--- src/rtl/dm_access_arbiter.sv ---
// ---------------------------------------------------------------------------
// dm_access_arbiter
//
// Shares the single synchronous data_memory port between the pipeline memory
// stage (P) and the program/debug loader (L). Every access runs as a fixed
// ISSUE cycle (memory enabled) followed by a CAPTURE cycle (read data comes
// back). The owner's done flop pulses, and its read data is updated, in the
// cycle after CAPTURE.
//
// Ports:
//   clk, reset            rising-edge clock, asynchronous active-high reset
//   p_req/p_rw/p_addr/p_wdata   pipeline request (held until p_done)
//   p_rdata, p_done             pipeline read data and completion pulse
//   stall_pipe                  p_req & ~p_done, freezes the pipeline
//   l_req/l_rw/l_addr/l_wdata   loader request (held until l_done)
//   l_rdata, l_done             loader read data and completion pulse
//   mem_en/mem_rw/mem_addr/mem_wdata   memory command, active in ISSUE only
//   mem_rdata                   memory read data, valid the cycle after mem_en
// ---------------------------------------------------------------------------
module dm_access_arbiter #(
    parameter int ADDR_W     = 16,
    parameter int DATA_W     = 16,
    parameter int STARVE_MAX = 4
) (
    input  logic              clk,
    input  logic              reset,
    input  logic              p_req,
    input  logic              p_rw,
    input  logic [ADDR_W-1:0] p_addr,
    input  logic [DATA_W-1:0] p_wdata,
    output logic [DATA_W-1:0] p_rdata,
    output logic              p_done,
    output logic              stall_pipe,
    input  logic              l_req,
    input  logic              l_rw,
    input  logic [ADDR_W-1:0] l_addr,
    input  logic [DATA_W-1:0] l_wdata,
    output logic [DATA_W-1:0] l_rdata,
    output logic              l_done,
    output logic              mem_en,
    output logic              mem_rw,
    output logic [ADDR_W-1:0] mem_addr,
    output logic [DATA_W-1:0] mem_wdata,
    input  logic [DATA_W-1:0] mem_rdata
);

    localparam logic [1:0] S_IDLE    = 2'd0;
    localparam logic [1:0] S_ISSUE   = 2'd1;
    localparam logic [1:0] S_CAPTURE = 2'd2;

    localparam logic OWN_P = 1'b0;
    localparam logic OWN_L = 1'b1;

    localparam logic [3:0] STARVE_LIM = 4'(STARVE_MAX);

    logic [1:0]        state;
    logic              owner;
    logic [3:0]        starve_cnt;
    logic              lat_rw;
    logic [ADDR_W-1:0] lat_addr;
    logic [DATA_W-1:0] lat_wdata;

    logic arb_en;
    logic p_cand;
    logic l_cand;
    logic p_win;
    logic l_win;
    logic any_win;
    logic l_busy;
    logic starve_inc;

    // Arbitration: open in IDLE and CAPTURE. In CAPTURE the requester that is
    // completing is masked, so a req still high there is not mistaken for a
    // fresh request; it gets re-sampled in its done cycle instead.
    always_comb begin
        arb_en     = (state == S_IDLE) || (state == S_CAPTURE);
        p_cand     = p_req && !((state == S_CAPTURE) && (owner == OWN_P));
        l_cand     = l_req && !((state == S_CAPTURE) && (owner == OWN_L));
        l_win      = arb_en && l_cand && ((starve_cnt == STARVE_LIM) || !p_cand);
        p_win      = arb_en && p_cand && !l_win;
        any_win    = p_win || l_win;
        l_busy     = (owner == OWN_L) && ((state == S_ISSUE) || (state == S_CAPTURE));
        starve_inc = l_req && !l_busy && !l_win;
    end

    always_ff @(posedge clk or posedge reset) begin
        if (reset) begin
            state      <= S_IDLE;
            owner      <= OWN_P;
            starve_cnt <= '0;
            lat_rw     <= 1'b0;
            lat_addr   <= '0;
            lat_wdata  <= '0;
            p_done     <= 1'b0;
            l_done     <= 1'b0;
            p_rdata    <= '0;
            l_rdata    <= '0;
        end else begin
            p_done <= 1'b0;
            l_done <= 1'b0;

            case (state)
                S_IDLE: begin
                    if (any_win) state <= S_ISSUE;
                end
                // ISSUE -> CAPTURE: memory sees the command this cycle
                S_ISSUE: begin
                    state <= S_CAPTURE;
                end
                // CAPTURE -> done: mem_rdata is valid now; writes keep old rdata
                S_CAPTURE: begin
                    state <= any_win ? S_ISSUE : S_IDLE;
                    if (owner == OWN_P) begin
                        p_done <= 1'b1;
                        if (!lat_rw) p_rdata <= mem_rdata;
                    end else begin
                        l_done <= 1'b1;
                        if (!lat_rw) l_rdata <= mem_rdata;
                    end
                end
                default: begin
                    state <= S_IDLE;
                end
            endcase

            // Winner's command is latched so requesters may change their
            // inputs freely once granted.
            if (any_win) begin
                owner     <= l_win ? OWN_L : OWN_P;
                lat_rw    <= l_win ? l_rw    : p_rw;
                lat_addr  <= l_win ? l_addr  : p_addr;
                lat_wdata <= l_win ? l_wdata : p_wdata;
            end

            if (l_win) begin
                starve_cnt <= '0;
            end else if (starve_inc && (starve_cnt < STARVE_LIM)) begin
                starve_cnt <= starve_cnt + 4'd1;
            end
        end
    end

    // Address/data come straight from the latches, which only change when a
    // new access is granted, so they hold their last value outside ISSUE.
    assign mem_en     = (state == S_ISSUE);
    assign mem_rw     = mem_en && lat_rw;
    assign mem_addr   = lat_addr;
    assign mem_wdata  = lat_wdata;
    assign stall_pipe = p_req && !p_done;

endmodule
--- config.mk ---
export PLATFORM = sky130hd
export DESIGN_NAME = dm_access_arbiter
export DESIGN_NICKNAME = d
export VERILOG_FILES = /design/src/rtl/dm_access_arbiter.sv
export SDC_FILE = /design/constraint.sdc
export NUM_CORES = 1
export LEC_CHECK = 0
export BUFFER_PORTS_ARGS = -buffer_cell sky130_fd_sc_hd__buf_2
export CORE_MARGIN = 4
export CORE_UTILIZATION = 38
export DETAILED_ROUTE_END_ITERATION = 7
export GPL_ROUTABILITY_DRIVEN = 0
export PLACE_DENSITY = 0.71
export SYNTH_ARGS = -nofsm -noshare
export SYNTH_HDL_FRONTEND = slang
export SYNTH_SLANG_ARGS = --single-unit
--- constraint.sdc ---
create_clock -name clk -period 2.35 [get_ports clk]
set_input_delay 0.47 -clock clk [delete_from_list [all_inputs] [get_ports clk]]
set_output_delay 0.47 -clock clk [all_outputs]
set_load 0.05 [all_outputs]
# After elaboration in Yosys (flattened, before gate mapping)
# Index checks and enable logic that the tools add are counted.
op_classes:
  bitwise: 2
  n_eq_ne: 4
  muxes: 13
  reduce_logical: 28
  n_addsub: 1
  n_lt_le_gt_ge: 1
ops:
  columns: ["cell", "count"]
  rows:
  - ["$mux W16", 2]
  - ["$logic_and A1 B1 Y1", 14]
  - ["$mux W4", 2]
  - ["$mux W1", 7]
  - ["$logic_not A1 Y1", 6]
  - ["$pmux W2 S3", 1]
  - ["$reduce_and A3 Y1", 2]
  - ["$add A4 B1 Y4 const B", 1]
  - ["$eq A4 B3 Y1 const B", 1]
  - ["$logic_or A1 B1 Y1", 4]
  - ["$lt A4 B3 Y1 const B", 1]
  - ["$eq A2 B1 Y1 const B", 1]
  - ["$eq A2 B2 Y1 const B", 1]
  - ["$logic_not A2 Y1", 1]
  - ["$mux W2", 1]
  - ["$ne A2 B2 Y1 const B", 1]
  - ["$not A1 Y1", 2]
  - ["$reduce_bool A2 Y1", 1]
word_totals:
  regBits: 74
  wordCells: 59
  inputBits: 86
  out_inout_bits: 69

# Depth between registers and ports, before layout
depth:
  depth_word: 12
  ltp_mapped: 8
  mapped_depth_nobuf: 6

# Worst setup path after synthesis
# OpenSTA, ideal clock, no wires.
synth_timing:
  path_kind: "register to output"
  start: "register state[1]"
  end: "output port mem_rw"
  stages_incl_launch_ff: 4
  t_required_ns: 1.880
  n_path_buf: 0
  setup_slack_ns: 0.413
  t_arrival_ns: 1.467
  path_cell_list: "dfrtp_1 inv_1 ha_1 and2_1"
synth_between:
  elab_chain_len: 2
synth_rtl:
  columns: ["element", "line", "rtl"]
  rows:
  - ["from (decl)", "56", "logic [1:0] state;"]
  - ["from (signal assigned)", "112", "state <= any_win ? S_ISSUE : S_IDLE;"]
  - ["$eq A2 B1 Y1", "145", "assign mem_en = (state == S_ISSUE);"]
  - ["via mem_en", "40", "output logic mem_en,"]
  - ["$logic_and A1 B1 Y1", "146", "assign mem_rw = mem_en && lat_rw;"]
  - ["to (decl)", "41", "output logic mem_rw,"]
# The timed path passes the listed nets, and every way through them passes these cells.

# Worst setup path in the final report
layout_timing:
  start: "register state[0]"
  end: "register state[1]"
layout_between:
  elab_chain_len: 11
layout_rtl:
  columns: ["element", "line", "rtl"]
  rows:
  - ["$eq A2 B2 Y1", null, null]
  - ["$logic_and A1 B1 Y1", "77", "p_cand = p_req && !((state == S_CAPTURE) && (owner == OWN_P));"]
  - ["$logic_not A1 Y1", "77", null]
  - ["$logic_and A1 B1 Y1", "77", null]
  - ["$logic_not A1 Y1", "79", "l_win = arb_en && l_cand && ((starve_cnt == STARVE_LIM) || !p_cand);"]
  - ["$logic_or A1 B1 Y1", "79", null]
  - ["$logic_and A1 B1 Y1", "79", null]
  - ["$logic_not A1 Y1", "80", "p_win = arb_en && p_cand && !l_win;"]
  - ["$logic_and A1 B1 Y1", "80", null]
  - ["$logic_or A1 B1 Y1", "81", "any_win = p_win || l_win;"]
  - ["$ne A2 B2 Y1 (no source line)", null, null]
# Several ways; a longest one is shown, not always the timed one.
# A chain may end at the register's enable or synchronous reset.

==> impl_metrics.csv <==
group,metric,value,unit
status,status,"completed",
timing,tns,0,ns
synthesis,ys_ff_latch,74,
clocking,cts-root-buf,"clkbuf_8",
timing,rsz0062_at_grt,"no",
finish,drive_above_1_share,51.2,%
synthesis,synth.cell_area,3280,µm²
floorplan,die_x,101,µm
timing,hold_violations,0,
worst_hold_path,hold_class,"input pin to async pin",
floorplan,die_area,10200,µm²
finish,final_common_cell,"buf_2",
finish,mostFrequentLayoutCells,"154 x buf_2, 74 x dfrtp_1, 34 x mux2i_1, 33 x nand2_1, 32 x mux2_2",
clocking,postCtsSetupBuffers,0,
synthesis,ys_seq_area_share,56.4,%
critical_path,path_class,"register to register",
route,drtAntennaViolNets,0,
clocking,cts_buffers,9,
pwr,powerDensity,1750,nW/µm²
floorplan,initial_core_util,39.6,%
timing,worst_slew_pin_slew,0.750,ns
route,drt-pass1-iter-count,4,
route,wl,7560,µm
route,drc_errors,0,
clocking,ctsHoldBuffers,0,
timing,fin_crit_sh,86.8,%
synthesis,ys_warn_count,0,
critical_path,crit_path_start,"state[0]$_DFFE_PP0P_",
timing,finClkSkew,0.00674,ns
critical_path,worstPathMaxFanout,36,
flow_run,maxCapViolCount,0,
pwr,ir_drop,0.000586,V
synthesis,synth_fp_nets,352,
route,viasPerCell,4.64,
clocking,cts_tree,"yes",
clocking,cts_sinks,74,
global_route,grt_max_degree,59,
place,io_buffers,154,
critical_path,crit_path_start_kind,"register",
clocking,htreeDepth,3,
clocking,clk_path_buf_depth,2,
synthesis,yosysUniqueCellTypes,30,
critical_path,end_kind,"register",
critical_path,r2r_start,"state[0]$_DFFE_PP0P_",
clocking,clk_pin_slew,0.08,ns
timing,slew_headroom,49.9,%
finish,areaGrowthSynthToFinish,34.2,%
synthesis,synth_ff_type,"dfrtp_1",
global_route,grtUsageTotal,15.3,%
global_route,grt_first_pass_wirelength,12100,µm
finish,antenna_cells,0,
clocking,clock_latency,0.33,ns
finish,fin_nets,509,
route,drtIter0Drc,71,
synthesis,syn_area_per_cell,12.7,µm²
timing,max_freq,490,MHz
route,vias,2436,
timing,period_minus_slack,2.04,ns
global_route,grt_antenna_before_repair,0,
timing,setup_violations,0,
synthesis,synth-edff-count,0,
floorplan,die_h,101,µm
critical_path,crit_required,2.57,ns
pwr,leakage,2.31,nW
floorplan,fp.coreArea,8300,µm²
synthesis,synthArstFlopShare,100,%
global_route,grt_overflow,0,
timing,slew_violations,0,
clocking,cts_resized,0,
floorplan,rows,33,
critical_path,arrival,2.26,ns
place,dpl.hpwl,5770,µm
floorplan,io_pins,155,
route,post_drt_wl_per_cell,14.4,µm
synthesis,netlist_instances,259,
global_route,grt_pass1_vias,2519,
timing,whs,0.253,ns
## worst max-delay path, stage by stage, from the launching register on
cell      delay (ns)
dfrtp_1         0.41
inv_1           0.12
ha_1            0.30
mux2_4          0.36
nand2_8         0.29
nand3b_4        0.11
mux2_4          0.30
## cell usage after synthesis (2+ instances only)
cell type | instances | area (µm²)
buf_6 | 3 | 33.8
buf_4 | 6 | 45.0
o21ai_0 | 23 | 115
mux2i_1 | 34 | 340
inv_1 | 7 | 26.3
ha_1 | 7 | 87.6
dfrtp_1 | 74 | 1850
nor2_1 | 4 | 15.0
and2_1 | 2 | 12.5
a21oi_1 | 2 | 10.0
clkbuf_2 | 2 | 10.0
mux2_2 | 32 | 360
nor2b_1 | 2 | 12.5
nand3b_1 | 2 | 15.0
nand2_1 | 33 | 124
mux2_4 | 2 | 30.0
o21ai_1 | 11 | 55.1
## sequential cells by signal, indices dropped and copies added (netlist names), 2 cells and up
| signal | count |
|---|---|
| l_rdata | 16 |
| mem_addr | 16 |
| mem_wdata | 16 |
| p_rdata | 16 |
| starve_cnt | 4 |
| state | 2 |
## layout make-up
class,count,area [µm²]
clock buffers,10,138
clock inverters,5,103
fillers,763,3890
inverters,7,30.0
multi-input cells,165,1320
flip-flops and latches,74,1850
well taps,105,131
repair buffers,159,833
## routing by layer
metal | vias to the layer above | part of all wire (%) | wire length [µm] | GRT usage (%)
met2 | 62 | 53 | 4040 | 26.8
met1 | 1155 | 39 | 2940 | 18.0
met3 | 15 | 5.1 | 387 | 3.04
li1 | 1204 | - | - | -
met4 | 0 | 2.6 | 196 | 7.06
met5 | - | 0 | 0 | 0
## final timing paths
check / end / slack [ns] / cells after the start
max: state[1]$_DFFE_PP0P_ / 0.31 / 6
min: l_rdata[14]$_DFFE_PP0P_ / 0.25 / 2
max reg2reg: state[1]$_DFFE_PP0P_ / 0.31 / 6
min reg2reg: p_rdata[14]$_DFFE_PP0P_ / 0.50 / 1
max in group asynchronous: starve_cnt[0]$_DFFE_PP0P_ / 1.45 / 3
min in group clk: mem_addr[3]$_DFFE_PP0P_ / 0.34 / 3
## kinds of logic after synthesis
logic type | synth area share, %
AO/OA/AOI/OAI | 7.09
adder cells (fa/ha/maj) | 2.67
XOR/XNOR | 0.267
buffers and inverters | 3.77
multiplexers | 22.3
AND/OR/NAND/NOR | 7.55
flip-flops | 56.4
## per-stage QoR
stage / total power [mW] / setup WS [ns] / cells / util, % / area (µm²)
2_1_floorplan: 5.65 / 0.413 / 259 / - / 3290
5_1_grt: 8.18 / 0.174 / 525 / 53.1 / 4410
4_1_cts: 7.83 / 0.300 / 525 / 53.1 / 4410
3_5_place_dp: 6.64 / 0.305 / 510 / 50.2 / 4170
3_3_place_gp: 6.54 / 0.369 / 510 / 50.2 / 4170
6_report: 7.72 / 0.310 / 525 / 53.1 / 4410
## power breakdown
group	switching [mW]	total (mW)	internal, mW
registers	0.339	2.24	1.90
clock network	0.447	1.17	0.727
logic	3.08	4.31	1.23
total	3.87	7.72	3.86
Power figures use the tool's default switching activity.
